[config.mk]
export PLATFORM = sky130hd
export DESIGN_NAME = cpu_ctrl_unit_flat
export DESIGN_NICKNAME = d
export VERILOG_FILES = /design/src/rtl/cpu_ctrl_pkg.sv /design/src/rtl/cpu_ctrl_if.sv /design/src/rtl/cpu_pc_reg.sv /design/src/rtl/cpu_ctrl_unit.sv /design/src/flat_wrapper.sv
export SDC_FILE = /design/constraint.sdc
export NUM_CORES = 1
export LEC_CHECK = 0
export BUFFER_PORTS_ARGS = -buffer_cell sky130_fd_sc_hd__buf_2
export CAP_MARGIN = 10
export CORE_ASPECT_RATIO = 1.1
export CORE_MARGIN = 2
export CORE_UTILIZATION = 45
export CTS_BUF_LIST = sky130_fd_sc_hd__clkbuf_4 sky130_fd_sc_hd__clkbuf_8
export CTS_CLUSTER_DIAMETER = 50
export CTS_CLUSTER_SIZE = 30
export DETAILED_ROUTE_END_ITERATION = 16
export PLACE_DENSITY = 0.79
export SYNTH_ARGS = -nofsm -noshare
export SYNTH_HDL_FRONTEND = slang
export SYNTH_SLANG_ARGS = --single-unit
[constraint.sdc]
create_clock -name clk -period 1.55 [get_ports clk]
set_clock_uncertainty 0.2 [all_clocks]
set_input_delay 0.31 -clock clk [delete_from_list [all_inputs] [get_ports clk]]
set_output_delay 0.31 -clock clk [all_outputs]
set_load 0.005 [all_outputs]
[src/rtl/cpu_ctrl_pkg.sv]
// rtl/cpu_ctrl_pkg.sv - shared opcodes, state encoding and ALU op codes
package cpu_ctrl_pkg;

  localparam logic [3:0] OP_NOP = 4'h0;
  localparam logic [3:0] OP_LDI = 4'h1;
  localparam logic [3:0] OP_ADD = 4'h2;
  localparam logic [3:0] OP_SUB = 4'h3;
  localparam logic [3:0] OP_AND = 4'h4;
  localparam logic [3:0] OP_OR  = 4'h5;
  localparam logic [3:0] OP_XOR = 4'h6;
  localparam logic [3:0] OP_ST  = 4'h7;
  localparam logic [3:0] OP_JMP = 4'h8;
  localparam logic [3:0] OP_JZ  = 4'h9;
  localparam logic [3:0] OP_HLT = 4'hF;

  localparam logic [2:0] ALU_PASS = 3'd0;
  localparam logic [2:0] ALU_ADD  = 3'd1;
  localparam logic [2:0] ALU_SUB  = 3'd2;
  localparam logic [2:0] ALU_AND  = 3'd3;
  localparam logic [2:0] ALU_OR   = 3'd4;
  localparam logic [2:0] ALU_XOR  = 3'd5;

  typedef enum logic [2:0] {
    ST_IDLE   = 3'd0,
    ST_FETCH  = 3'd1,
    ST_DECODE = 3'd2,
    ST_EXEC   = 3'd3,
    ST_HALT   = 3'd4
  } state_t;

  function automatic logic is_illegal(input logic [3:0] op);
    return (op >= 4'hA) && (op <= 4'hE);
  endfunction

  function automatic logic is_acc_op(input logic [3:0] op);
    return (op >= OP_LDI) && (op <= OP_XOR);
  endfunction

  function automatic logic [2:0] alu_op_of(input logic [3:0] op);
    case (op)
      OP_ADD:  return ALU_ADD;
      OP_SUB:  return ALU_SUB;
      OP_AND:  return ALU_AND;
      OP_OR:   return ALU_OR;
      OP_XOR:  return ALU_XOR;
      default: return ALU_PASS;
    endcase
  endfunction

endpackage

[src/rtl/cpu_ctrl_if.sv]
// rtl/cpu_ctrl_if.sv - instruction fetch handshake and datapath control bus
interface cpu_ctrl_if #(
  parameter int ADDR_W  = 4,
  parameter int INSTR_W = 8
);
  logic [INSTR_W-1:0] instr;
  logic               instr_valid;
  logic               instr_rdy;
  logic [2:0]         alu_op;
  logic               acc_we;
  logic               write;
  logic [ADDR_W-1:0]  wr_addr;
  logic               zero;

  modport master (
    input  instr, instr_valid, zero,
    output instr_rdy, alu_op, acc_we, write, wr_addr
  );

  modport slave (
    output instr, instr_valid, zero,
    input  instr_rdy, alu_op, acc_we, write, wr_addr
  );
endinterface

[src/rtl/cpu_pc_reg.sv]
// rtl/cpu_pc_reg.sv - program counter with clear, load and increment
module cpu_pc_reg #(
  parameter int W = 4
) (
  input  logic         clk,
  input  logic         rst,
  input  logic         clr_i,
  input  logic         inc_i,
  input  logic         load_i,
  input  logic [W-1:0] load_val_i,
  output logic [W-1:0] pc_o
);
  logic [W-1:0] pc_q, pc_d;

  always_comb begin
    pc_d = pc_q;
    if (clr_i)       pc_d = '0;
    else if (load_i) pc_d = load_val_i;
    else if (inc_i)  pc_d = pc_q + {{(W-1){1'b0}}, 1'b1};
  end

  always_ff @(posedge clk) begin
    if (rst) pc_q <= '0;
    else     pc_q <= pc_d;
  end

  assign pc_o = pc_q;
endmodule

[src/rtl/cpu_ctrl_unit.sv]
// rtl/cpu_ctrl_unit.sv - fetch/decode/execute controller for the accumulator CPU
module cpu_ctrl_unit
  import cpu_ctrl_pkg::*;
#(
  parameter int ADDR_W  = 4,
  parameter int INSTR_W = 8
) (
  input  logic              clk,
  input  logic              rst,
  input  logic              start,
  cpu_ctrl_if.master        bus,
  output logic [ADDR_W-1:0] pc,
  output logic              busy,
  output logic              halted,
  output logic              illegal
);
  state_t             state_q, state_d;
  logic [INSTR_W-1:0] ir_q, ir_d;
  logic               illegal_q, illegal_d;
  logic               pc_clr, pc_inc, pc_load;
  logic [3:0]         opcode;
  logic [ADDR_W-1:0]  operand;
  logic               exec_live;

  assign opcode  = ir_q[INSTR_W-1 -: 4];
  assign operand = ir_q[ADDR_W-1:0];

  always_comb begin
    state_d   = state_q;
    ir_d      = ir_q;
    illegal_d = illegal_q;
    pc_clr    = 1'b0;
    pc_inc    = 1'b0;
    pc_load   = 1'b0;
    case (state_q)
      ST_IDLE: begin
        if (start) begin
          state_d = ST_FETCH;
          pc_clr  = 1'b1;
        end
      end
      ST_FETCH: begin
        if (bus.instr_valid) begin
          ir_d    = bus.instr;
          state_d = ST_DECODE;
        end
      end
      ST_DECODE: state_d = ST_EXEC;
      ST_EXEC: begin
        state_d = ST_FETCH;
        if (opcode == OP_HLT) begin
          state_d = ST_HALT;
        end else if (is_illegal(opcode)) begin
          state_d   = ST_HALT;
          illegal_d = 1'b1;
        end else if (opcode == OP_JMP || (opcode == OP_JZ && bus.zero)) begin
          pc_load = 1'b1;
        end else begin
          pc_inc = 1'b1;
        end
      end
      ST_HALT: state_d = ST_HALT;
      default: state_d = ST_IDLE;
    endcase
  end

  always_ff @(posedge clk) begin
    if (rst) begin
      state_q   <= ST_IDLE;
      ir_q      <= '0;
      illegal_q <= 1'b0;
    end else begin
      state_q   <= state_d;
      ir_q      <= ir_d;
      illegal_q <= illegal_d;
    end
  end

  cpu_pc_reg #(.W(ADDR_W)) u_pc (
    .clk        (clk),
    .rst        (rst),
    .clr_i      (pc_clr),
    .inc_i      (pc_inc),
    .load_i     (pc_load),
    .load_val_i (operand),
    .pc_o       (pc)
  );

  // Strobes are masked by rst so a reset landing on EXEC aborts the store/load.
  assign exec_live     = (state_q == ST_EXEC) && !rst;
  assign bus.acc_we    = exec_live && is_acc_op(opcode);
  assign bus.write     = exec_live && (opcode == OP_ST);
  assign bus.alu_op    = alu_op_of(opcode);
  assign bus.wr_addr   = operand;
  assign bus.instr_rdy = (state_q == ST_FETCH);
  assign busy          = (state_q != ST_IDLE) && (state_q != ST_HALT);
  assign halted        = (state_q == ST_HALT);
  assign illegal       = illegal_q;
endmodule

[src/flat_wrapper.sv]
// flat-port wrapper written by rule: the top's interface ports become plain ports
module cpu_ctrl_unit_flat import cpu_ctrl_pkg::*;
#(
  parameter int ADDR_W  = 4,
  parameter int INSTR_W = 8
)
  (clk, rst, start, pc, busy, halted, illegal, bus_instr, bus_instr_valid, bus_zero, bus_instr_rdy, bus_alu_op, bus_acc_we, bus_write, bus_wr_addr);
  cpu_ctrl_if #(.ADDR_W(ADDR_W), .INSTR_W(INSTR_W)) bus_i ();
  input  logic clk;
  input  logic rst;
  input  logic start;
  output logic [ADDR_W-1:0] pc;
  output logic busy;
  output logic halted;
  output logic illegal;
  input wire logic [$bits(bus_i.instr)-1:0] bus_instr;
  input wire logic [$bits(bus_i.instr_valid)-1:0] bus_instr_valid;
  input wire logic [$bits(bus_i.zero)-1:0] bus_zero;
  output wire logic [$bits(bus_i.instr_rdy)-1:0] bus_instr_rdy;
  output wire logic [$bits(bus_i.alu_op)-1:0] bus_alu_op;
  output wire logic [$bits(bus_i.acc_we)-1:0] bus_acc_we;
  output wire logic [$bits(bus_i.write)-1:0] bus_write;
  output wire logic [$bits(bus_i.wr_addr)-1:0] bus_wr_addr;
  assign bus_i.instr = bus_instr;
  assign bus_i.instr_valid = bus_instr_valid;
  assign bus_i.zero = bus_zero;
  assign bus_instr_rdy = bus_i.instr_rdy;
  assign bus_alu_op = bus_i.alu_op;
  assign bus_acc_we = bus_i.acc_we;
  assign bus_write = bus_i.write;
  assign bus_wr_addr = bus_i.wr_addr;
  cpu_ctrl_unit #(.ADDR_W(ADDR_W), .INSTR_W(INSTR_W)) u_core (.clk(clk), .rst(rst), .start(start), .bus(bus_i), .pc(pc), .busy(busy), .halted(halted), .illegal(illegal));
endmodule
# After elaboration in Yosys (flattened, before gate mapping)
# Index checks and enable logic that the tools add are counted.
dict set report totals {
  reg_bits 16
  inputBits 13
  output_inout_bits 17
  elab_cells 60
}
dict set report op_classes {
  n_addsub 1
  n_lt_le_gt_ge 4
  eq_ne 16
  mux 18
  bitwise 1
  reduce_logical 16
}
# cell count
set op_table {}
lappend op_table {{$pmux W3 S5} 2}
lappend op_table {{$eq A4 B3 Y1 const B} 4}
lappend op_table {{$eq A4 B4 Y1 const B} 3}
lappend op_table {{$mux W3} 4}
lappend op_table {{$mux W1} 10}
lappend op_table {{$eq A4 B2 Y1 const B} 2}
lappend op_table {{$mux W4} 2}
lappend op_table {{$logic_and A1 B1 Y1} 7}
lappend op_table {{$eq A3 B2 Y1 const B} 2}
lappend op_table {{$add A4 B1 Y4 const B} 1}
lappend op_table {{$ge A4 B1 Y1 const B} 1}
lappend op_table {{$ge A4 B4 Y1 const B} 1}
lappend op_table {{$le A4 B3 Y1 const B} 1}
lappend op_table {{$le A4 B4 Y1 const B} 1}
lappend op_table {{$ne A2 B2 Y1 const B} 2}
lappend op_table {{$reduce_and A2 Y1} 2}
lappend op_table {{$eq A3 B1 Y1 const B} 1}
lappend op_table {{$eq A3 B3 Y1 const B} 1}
lappend op_table {{$logic_not A3 Y1} 1}
lappend op_table {{$ne A3 B3 Y1 const B} 1}
lappend op_table {{$reduce_and A3 Y1} 1}
lappend op_table {{$reduce_bool A3 Y1} 1}
lappend op_table {{$reduce_bool A2 Y1} 1}
lappend op_table {{$reduce_or A2 Y1} 1}
lappend op_table {{other kinds (3)} 3}

# Longest topological paths before layout
# Gate-level depths: netlist (run 1).
dict set report depth {
  word_depth 9
  mapped_depth 6
  depth_no_buf 4
}

# Hierarchy
# From an unflattened synthesis (run 1), not the netlist that was laid out.
dict set report hier_totals {
  hier_cells 99
  hier_area_um2 883.3
}
# mod instances cells_each area_each_um2 seq_area_each_um2
set modules_own_cells {}
lappend modules_own_cells {cpu_ctrl_unit 1 76 686.9 240.2}
lappend modules_own_cells {cpu_pc_reg 1 23 196.4 80.1}

# Least setup slack after synthesis (run 1)
# No wires, ideal clock.
dict set report synth_timing {
  path_type {reg-to-reg}
  from {register u_core.state_q[1]}
  to {register u_core.ir_q[0]}
  setup_ps 128
  arrival_time_ps 1123
  t_required_ps 1222
  setup_slack_ps 100
  path_stages_with_launch 7
  path_buffers 2
  synth_period_minus_slack_ps 1450
  cell_sequence {dfxtp_1 buf_4 nor3b_4 and2_4 buf_12 mux2i_1 nor2_1}
}
dict set report synth_via {
  elab_chain_cells 2
}
# item line
set synth_rtl {}
lappend synth_rtl {{start, declared} cpu_ctrl_unit.sv:17} ;# state_t state_q, state_d;
lappend synth_rtl {{start signal, assigned} cpu_ctrl_unit.sv:73} ;# state_q <= state_d;
lappend synth_rtl {{$eq A3 B1 Y1} --}
lappend synth_rtl {{named net bus_instr_rdy} flat_wrapper.sv:19} ;# output wire logic [$bits(bus_i.instr_rdy)-1:0] bus_instr_rdy;
lappend synth_rtl {{$reduce_and A2 Y1 (no source line)} --}
lappend synth_rtl {{end signal, assigned} cpu_ctrl_unit.sv:74} ;# ir_q <= ir_d;
lappend synth_rtl {{end, declared} cpu_ctrl_unit.sv:18} ;# logic [INSTR_W-1:0] ir_q, ir_d;
# The timed path passes the listed nets, and every way through them passes these cells.
# A chain may end at the register's enable or synchronous reset.

# Worst setup path in the final report (run 1)
dict set report layout_timing {
  from {register u_core.ir_q[5]}
  to {output port bus_acc_we}
}
dict set report layout_via {
  elab_chain_cells 3
  word_cells_on_any_way 4
  cone_classes {order compare (2); reduce/logical (2)}
}
# item line
set layout_rtl {}
lappend layout_rtl {{$ge A4 B1 Y1 or $le A4 B3 Y1 (tied branches)} cpu_ctrl_pkg.sv:36} ;# return (op >= OP_LDI) && (op <= OP_XOR);
lappend layout_rtl {{$logic_and A1 B1 Y1 (*)} cpu_ctrl_pkg.sv:36}
lappend layout_rtl {{$logic_and A1 B1 Y1 (*)} cpu_ctrl_unit.sv:91} ;# assign bus.acc_we = exec_live && is_acc_op(opcode);
lappend layout_rtl {{end, declared} flat_wrapper.sv:21} ;# output wire logic [$bits(bus_i.acc_we)-1:0] bus_acc_we;
# Mark *: on every way between the ends. The rest lies on a longest branch, timed or not.

==> results of run 1 <==
## timing repair
action / 4_1_cts / 5_1_grt
resized for setup: 18 / 7
pin swaps: 5 / 1
buffers inserted: 6 / 1
endpoints found under the setup margin: 9 / 20
## critical path: cells and delay by family, from the launching register on
kind	cells	cell delay, ps
buffers and inverters	1	130
AND/OR/NAND/NOR	3	470
flip-flops	1	370
## routing by layer
metal	vias up	share of wire (%)	track usage (%)
met2	20	53	35.0
li1	421	-	-
met1	397	41	23.0
met3	6	4.2	4.32
met5	-	0	0
met4	0	1.6	7.62
## worst paths after layout
path / startpoint / endpoint / slack [ps] / cells past startpoint
worst max-delay path: u_core.ir_q[5] / bus_acc_we / -220 / 4
worst max register to register: u_core.ir_q[5] / u_core.u_pc.pc_o[3] / -50 / 6
worst min-delay path: bus_instr[0] / u_core.ir_q[0] / 40 / 3
worst min register to register: u_core.illegal / u_core.illegal / 270 / 2
## cell usage after synthesis, drive strengths merged
cell	count	share of area (%)
a211o	1	0.99
or2b	1	0.85
inv	3	1.3
nand3b	2	1.7
dfxtp	16	36
o21ai	2	1.6
or3	1	0.71
buf	10	9.0
nand3	4	2.3
a31oi	2	1.4
nor3	4	2.3
nor2	19	8.1
mux2i	12	14
a21boi	1	0.85
o22ai	2	1.4
nand2b	3	2.1
nand2	6	2.5
nor4	2	1.4
and2	1	0.99
xnor2	1	0.99
and3	1	0.71
nor3b	1	2.1
clkbuf	1	0.42
o21a	1	0.85
ha	1	1.4
nor2b	3	2.1
a21oi	4	2.3
## through the flow
step	utilization [%]	area [µm²]	power, mW
2_1_floorplan	-	886	0.583
3_3_place_gp	56.3	1030	0.618
3_5_place_dp	56.3	1030	0.622
4_1_cts	63.0	1150	0.913
5_1_grt	65.4	1190	0.972
6_report	65.4	1190	0.929
## final cells by class
class	count	area, µm²
Timing Repair Buffer	42	250
Clock buffer	4	36.3
Inverter	3	11.3
Tap cell	27	33.8
Multi-Input combinational cell	75	515
Sequential cell	16	344
Fill cell	161	631
## registers in the layout, indices dropped and copies added, names as in the netlist
register	flops
u_core.u_pc.pc_o	4
u_core.state_q	3
u_core.ir_q	8
u_core.illegal	1
## cell families after synthesis
family	count (synthesis)	share of synthesized area, %
buf+inv	14	10.7
fa+ha+maj	1	1.41
flops	16	36.2
xor+xnor	1	0.989
mux	12	13.6
compound gates	13	9.32
simple gates	48	27.8
## power by group
| part | internal (mW) | leakage (nW) | total [mW] | switching (mW) |
|---|---|---|---|---|
| clock network | 0.143 | 0.0210 | 0.290 | 0.147 |
| registers | 0.427 | 0.135 | 0.455 | 0.0282 |
| logic | 0.0998 | 0.397 | 0.184 | 0.0839 |
==> qor.csv, run 1 <==
stage,metric,value,unit
logic_synthesis,syn_area_per_cell,8.44,µm²
die,boundaryPins,30,
die,die_area,2340,µm²
setup_path,cp_slowest_cell,dfxtp_4,
drt,drc_errors,0,
timing,finalWorstSetupSlack,-224,ps
global_route,grt_overflow,0,
clock_network,cts_sinks,16,
timing,whs,44.2,ps
clock_network,worstSkewPairLatency,300,ps
timing,tns,-1010,ps
logic_synthesis,ys_warn_count,0,
logic_synthesis,synth_fp_nets,119,
timing,setup_viol,15,
timing,rsz0062_at_grt,yes,
die,start_util,48.6,%
timing,finalHoldViolations,0,
clock_network,htree_levels,1,
global_route,grt.total_usage,20.1,%
pwr,ir_drop,0.508,mV
timing,timing_max_transition_violations_final,0,
placed_design,dpl.hpwl,1.40,mm
clock_network,cts_root_buf,clkbuf_4,
final_layout,mostFrequentLayoutCell,buf_2,
die,placementRows,16,
timing,final.min_clock_period,1770,ps
final_layout,syn2layout_area_growth,34.5,%
setup_path,max_stage_delay,370,ps
final_layout,layout.nets,155,
clock_network,clkTransAtPathRegs,100,ps
logic_synthesis,synth.distinct_cells,30,
global_route,grt_pass1_vias,817,
die,design.core.area,1820,µm²
drt,via_count,844,
clock_network,numCtsBuffers,3,
final_layout,final_cells,167,
logic_synthesis,synth_cells,105,
logic_synthesis,synth-seq-cells,16,
timing,fmax,564,MHz
setup_path,crit_arrival,1260,ps
job,drv_cap,0,
setup_path,critical_path_class,reg -> out,
global_route,antenna_found_initial,0,
setup_path,endpoint_kind,primary output,
setup_path,worstPathCellList,or3_1 > nand2_1 > nor4_1 > buf_2,
placed_design,placement.io_buffers,29,
final_layout,drive_above_1_share,45.0,%
setup_path,cp_max_fo,5,
die,die_w,46.3,µm
placed_design,place_inst,156,
final_layout,diodes,0,
drt,drt_iter0_markers,18,
timing,period_share,114,%
logic_synthesis,netlist_area,886,µm²
drt,antenna_left,0,
global_route,grt_pass1_wl,3.43,mm
placed_design,pre_cts_ws,-1.04,ps
pwr,cellPowerDensity,780,nW/µm²
logic_synthesis,ys_seq_area_share,36.2,%
setup_path,cp-start-kind,register,
drt,wl,2.10,mm
status,violations,negative setup slack,
min_path,hp-class,in -> reg,
pwr,leakagePower,0.553,nW
placed_design,place_congestion,0.803,
status,status,"complete, but fails checks",
global_route,grt_max_degree,10,
drt,firstDrtPassIters,5,
clock_network,holdBufCountCts,0,
clock_network,cts_tree,done,
final_layout,layout_common_cells,"29 x buf_2, 17 x nor2_1, 12 x mux2i_1, 11 x buf_4, 9 x dfxtp_1",
die,die_h,50.5,µm
drt,viasPerCell,5.05,
clock_network,clockBufferDepth,2,
setup_path,critPathRequiredTime,1040,ps
timing,tightest_slew,227,ps
drt,wl_per_cell,12.6,µm
timing,slew_headroom,84.9,%
Power figures use the tool's default switching activity.
==> run 2, diff against run 1 <==
- CORE_UTILIZATION: 45 -> 51
- PLACE_DENSITY: 0.79 -> 0.87
==> run 2 against run 1 <==
Against the previous run: the run still ends with negative setup slack left; clock power rose by 2%; combinational power rose by 30%; final cell count fell by 1.2%; fmax fell by 3.8%; global-route usage rose by 3.2 points; register-to-register slack got worse by 30 ps; clock-buffer cell count did not move; utilization rose by 16 points; sequential power barely moved; routed wire length rose by 29%; highest routed layer unchanged.
==> qor.csv, run 2 (synthesis results as in run 1) <==
stage,metric,value,unit
status,status,"complete, but fails checks",
status,violations,negative setup slack,
drt,wl,2.71,mm
global_route,grt_overflow,0,
drt,via_count,919,
placed_design,placement.io_buffers,29,
min_path,hp-class,in -> reg,
min_path,hp-start,bus_instr[3],
final_layout,multi_input_area,554,µm²
final_layout,utilization,81.5,%
clock_network,clockBufferDepth,2,
clock_network,numCtsBuffers,3,
setup_path,max_stage_delay,400,ps
die,placementRows,15,
pwr,leakagePower,0.601,nW
min_path,min_delay_worst_endpoint,u_core.ir_q[3],
setup_path,cp_max_fo,4,
global_route,grt_pass1_wl,3.47,mm
setup_path,reg2reg_depth,5,
drt,viasPerCell,5.57,
timing,rsz0062_at_grt,yes,
drt,drt_iter0_markers,34,
drt,drc_errors,0,
timing,finalHoldViolations,0,
final_layout,regArea,344,µm²
global_route,grtUsageMet3,4.91,%
die,die_h,47.7,µm
setup_path,worstPathCellList,or3_4 > nand2_4 > nor4_4 > buf_2,
placed_design,pre_cts_ws,23.5,ps
final_layout,top_register,u_core.ir_q,
setup_path,crit_arrival,1330,ps
drt,antenna_left,0,
final_layout,drive_above_1_share,52.7,%
setup_path,r2r_setup_slack,-80,ps
min_path,hold_path_depth,3,
die,design.core.area,1600,µm²
drt,wl_per_cell,16.4,µm
timing,timing_max_transition_violations_final,0,
drt,firstDrtPassIters,4,
global_route,globalRouteMet1Util,26.7,%
timing,final.min_clock_period,1840,ps
die,die_area,2090,µm²
setup_path,endpoint_kind,primary output,
timing,tightest_slew,256,ps
global_route,grt_max_degree,10,
final_layout,fill_cells,107,
clock_network,cts_sinks,16,
global_route,grt_pass1_vias,815,
die,die_w,43.7,µm
setup_path,critPathRequiredTime,1040,ps
global_route,busiest_layer,met2,
clock_network,clkTransAtPathRegs,100,ps
setup_path,cp-start-kind,register,
global_route,antenna_found_initial,0,
final_layout,largest_reg_flops,8,
setup_path,critical_path_class,reg -> out,
final_layout,syn2layout_area_growth,46.8,%
die,boundaryPins,30,
timing,fmax,543,MHz
job,drv_cap,0,
timing,setup_viol,20,
final_layout,layout.nets,163,
final_layout,layout_common_cells,"29 x buf_2, 17 x nor2_1, 13 x buf_4, 12 x mux2i_1, 9 x dfxtp_1",
clock_network,cts_root_buf,clkbuf_4,
final_layout,diodes,0,
global_route,grtUsageMet2,39.7,%
setup_path,r2r_start,u_core.ir_q[6],
die,start_util,55.5,%
clock_network,worstSkewPairLatency,310,ps
pwr,ir_drop,0.717,mV
clock_network,htree_levels,1,
global_route,grt.total_usage,23.2,%
clock_network,holdBufCountCts,0,
setup_path,cp_slowest_cell,or3_4,
timing,period_share,119,%
timing,slew_headroom,82.9,%
placed_design,place_congestion,0.802,
clock_network,cts_tree,done,
final_layout,mostFrequentLayoutCell,buf_2,
setup_path,r2r_end,u_core.u_pc.pc_o[2],
placed_design,dpl.hpwl,1.34,mm
timing,finalWorstSetupSlack,-293,ps
pwr,cellPowerDensity,761,nW/µm²
run 2: through the flow:
stage | cell area, µm² | power [mW] | instances | hold slack (ps) | setup TNS, ps
3_3_place_gp | 1010 | 0.615 | 145 | 251 | 0
6_report | 1300 | 0.989 | 165 | 29.4 | -1760
4_1_cts | 1170 | 0.915 | 158 | 50.9 | -845
3_5_place_dp | 1010 | 0.620 | 145 | 258 | 0
5_1_grt | 1300 | 1.03 | 165 | 43.1 | -2930
2_1_floorplan | 886 | 0.583 | 105 | 179 | 0
run 2: worst max-delay path by stage:
stage,slack [ps],end,startpoint,cells past startpoint
finish,-290,bus_acc_we,u_core.ir_q[6],4
global route,-340,bus_acc_we,u_core.ir_q[6],4
CTS,-210,bus_acc_we,u_core.ir_q[6],4
detailed placement,20,u_core.ir_q[7],u_core.state_q[0],4
global placement,60,bus_acc_we,u_core.state_q[0],3
floorplan,100,u_core.ir_q[0],u_core.state_q[1],6
run 2: timing repair:
action,4_1_cts,5_1_grt
setup endpoints to repair,7,20
setup buffers,9,8
pin swaps,6,12
gates resized for setup,21,19
run 2: power breakdown:
group          switching [mW]  total [mW]  leakage [nW]  internal (mW)
Combinational           0.110       0.240         0.445          0.130
Clock                   0.153       0.297        0.0210          0.144
Sequential             0.0253       0.452         0.135          0.427
Total                   0.289       0.989         0.601          0.701
run 2: worst max-delay path, delay by kind of cell, from the launching register on:
| family | cells | cell delay [ps] |
|---|---|---|
| buf+inv | 1 | 130 |
| flops | 1 | 370 |
| simple gates | 3 | 530 |
run 2: metal layers:
layer	routed length, µm	vias up	part of all wire, %
li1	-	441	-
met1	1070	430	39
met2	1370	36	50
met3	163	12	6.0
met4	110	0	4.1
met5	0	-	0
run 2: final cells by class:
| cell class | count | share of cell area [%] |
|---|---|---|
| Sequential cell | 16 | 26.5 |
| Tap cell | 17 | 1.64 |
| Multi-Input combinational cell | 75 | 42.6 |
| Inverter | 3 | 0.866 |
| Clock buffer | 4 | 2.79 |
| Timing Repair Buffer | 50 | 25.6 |
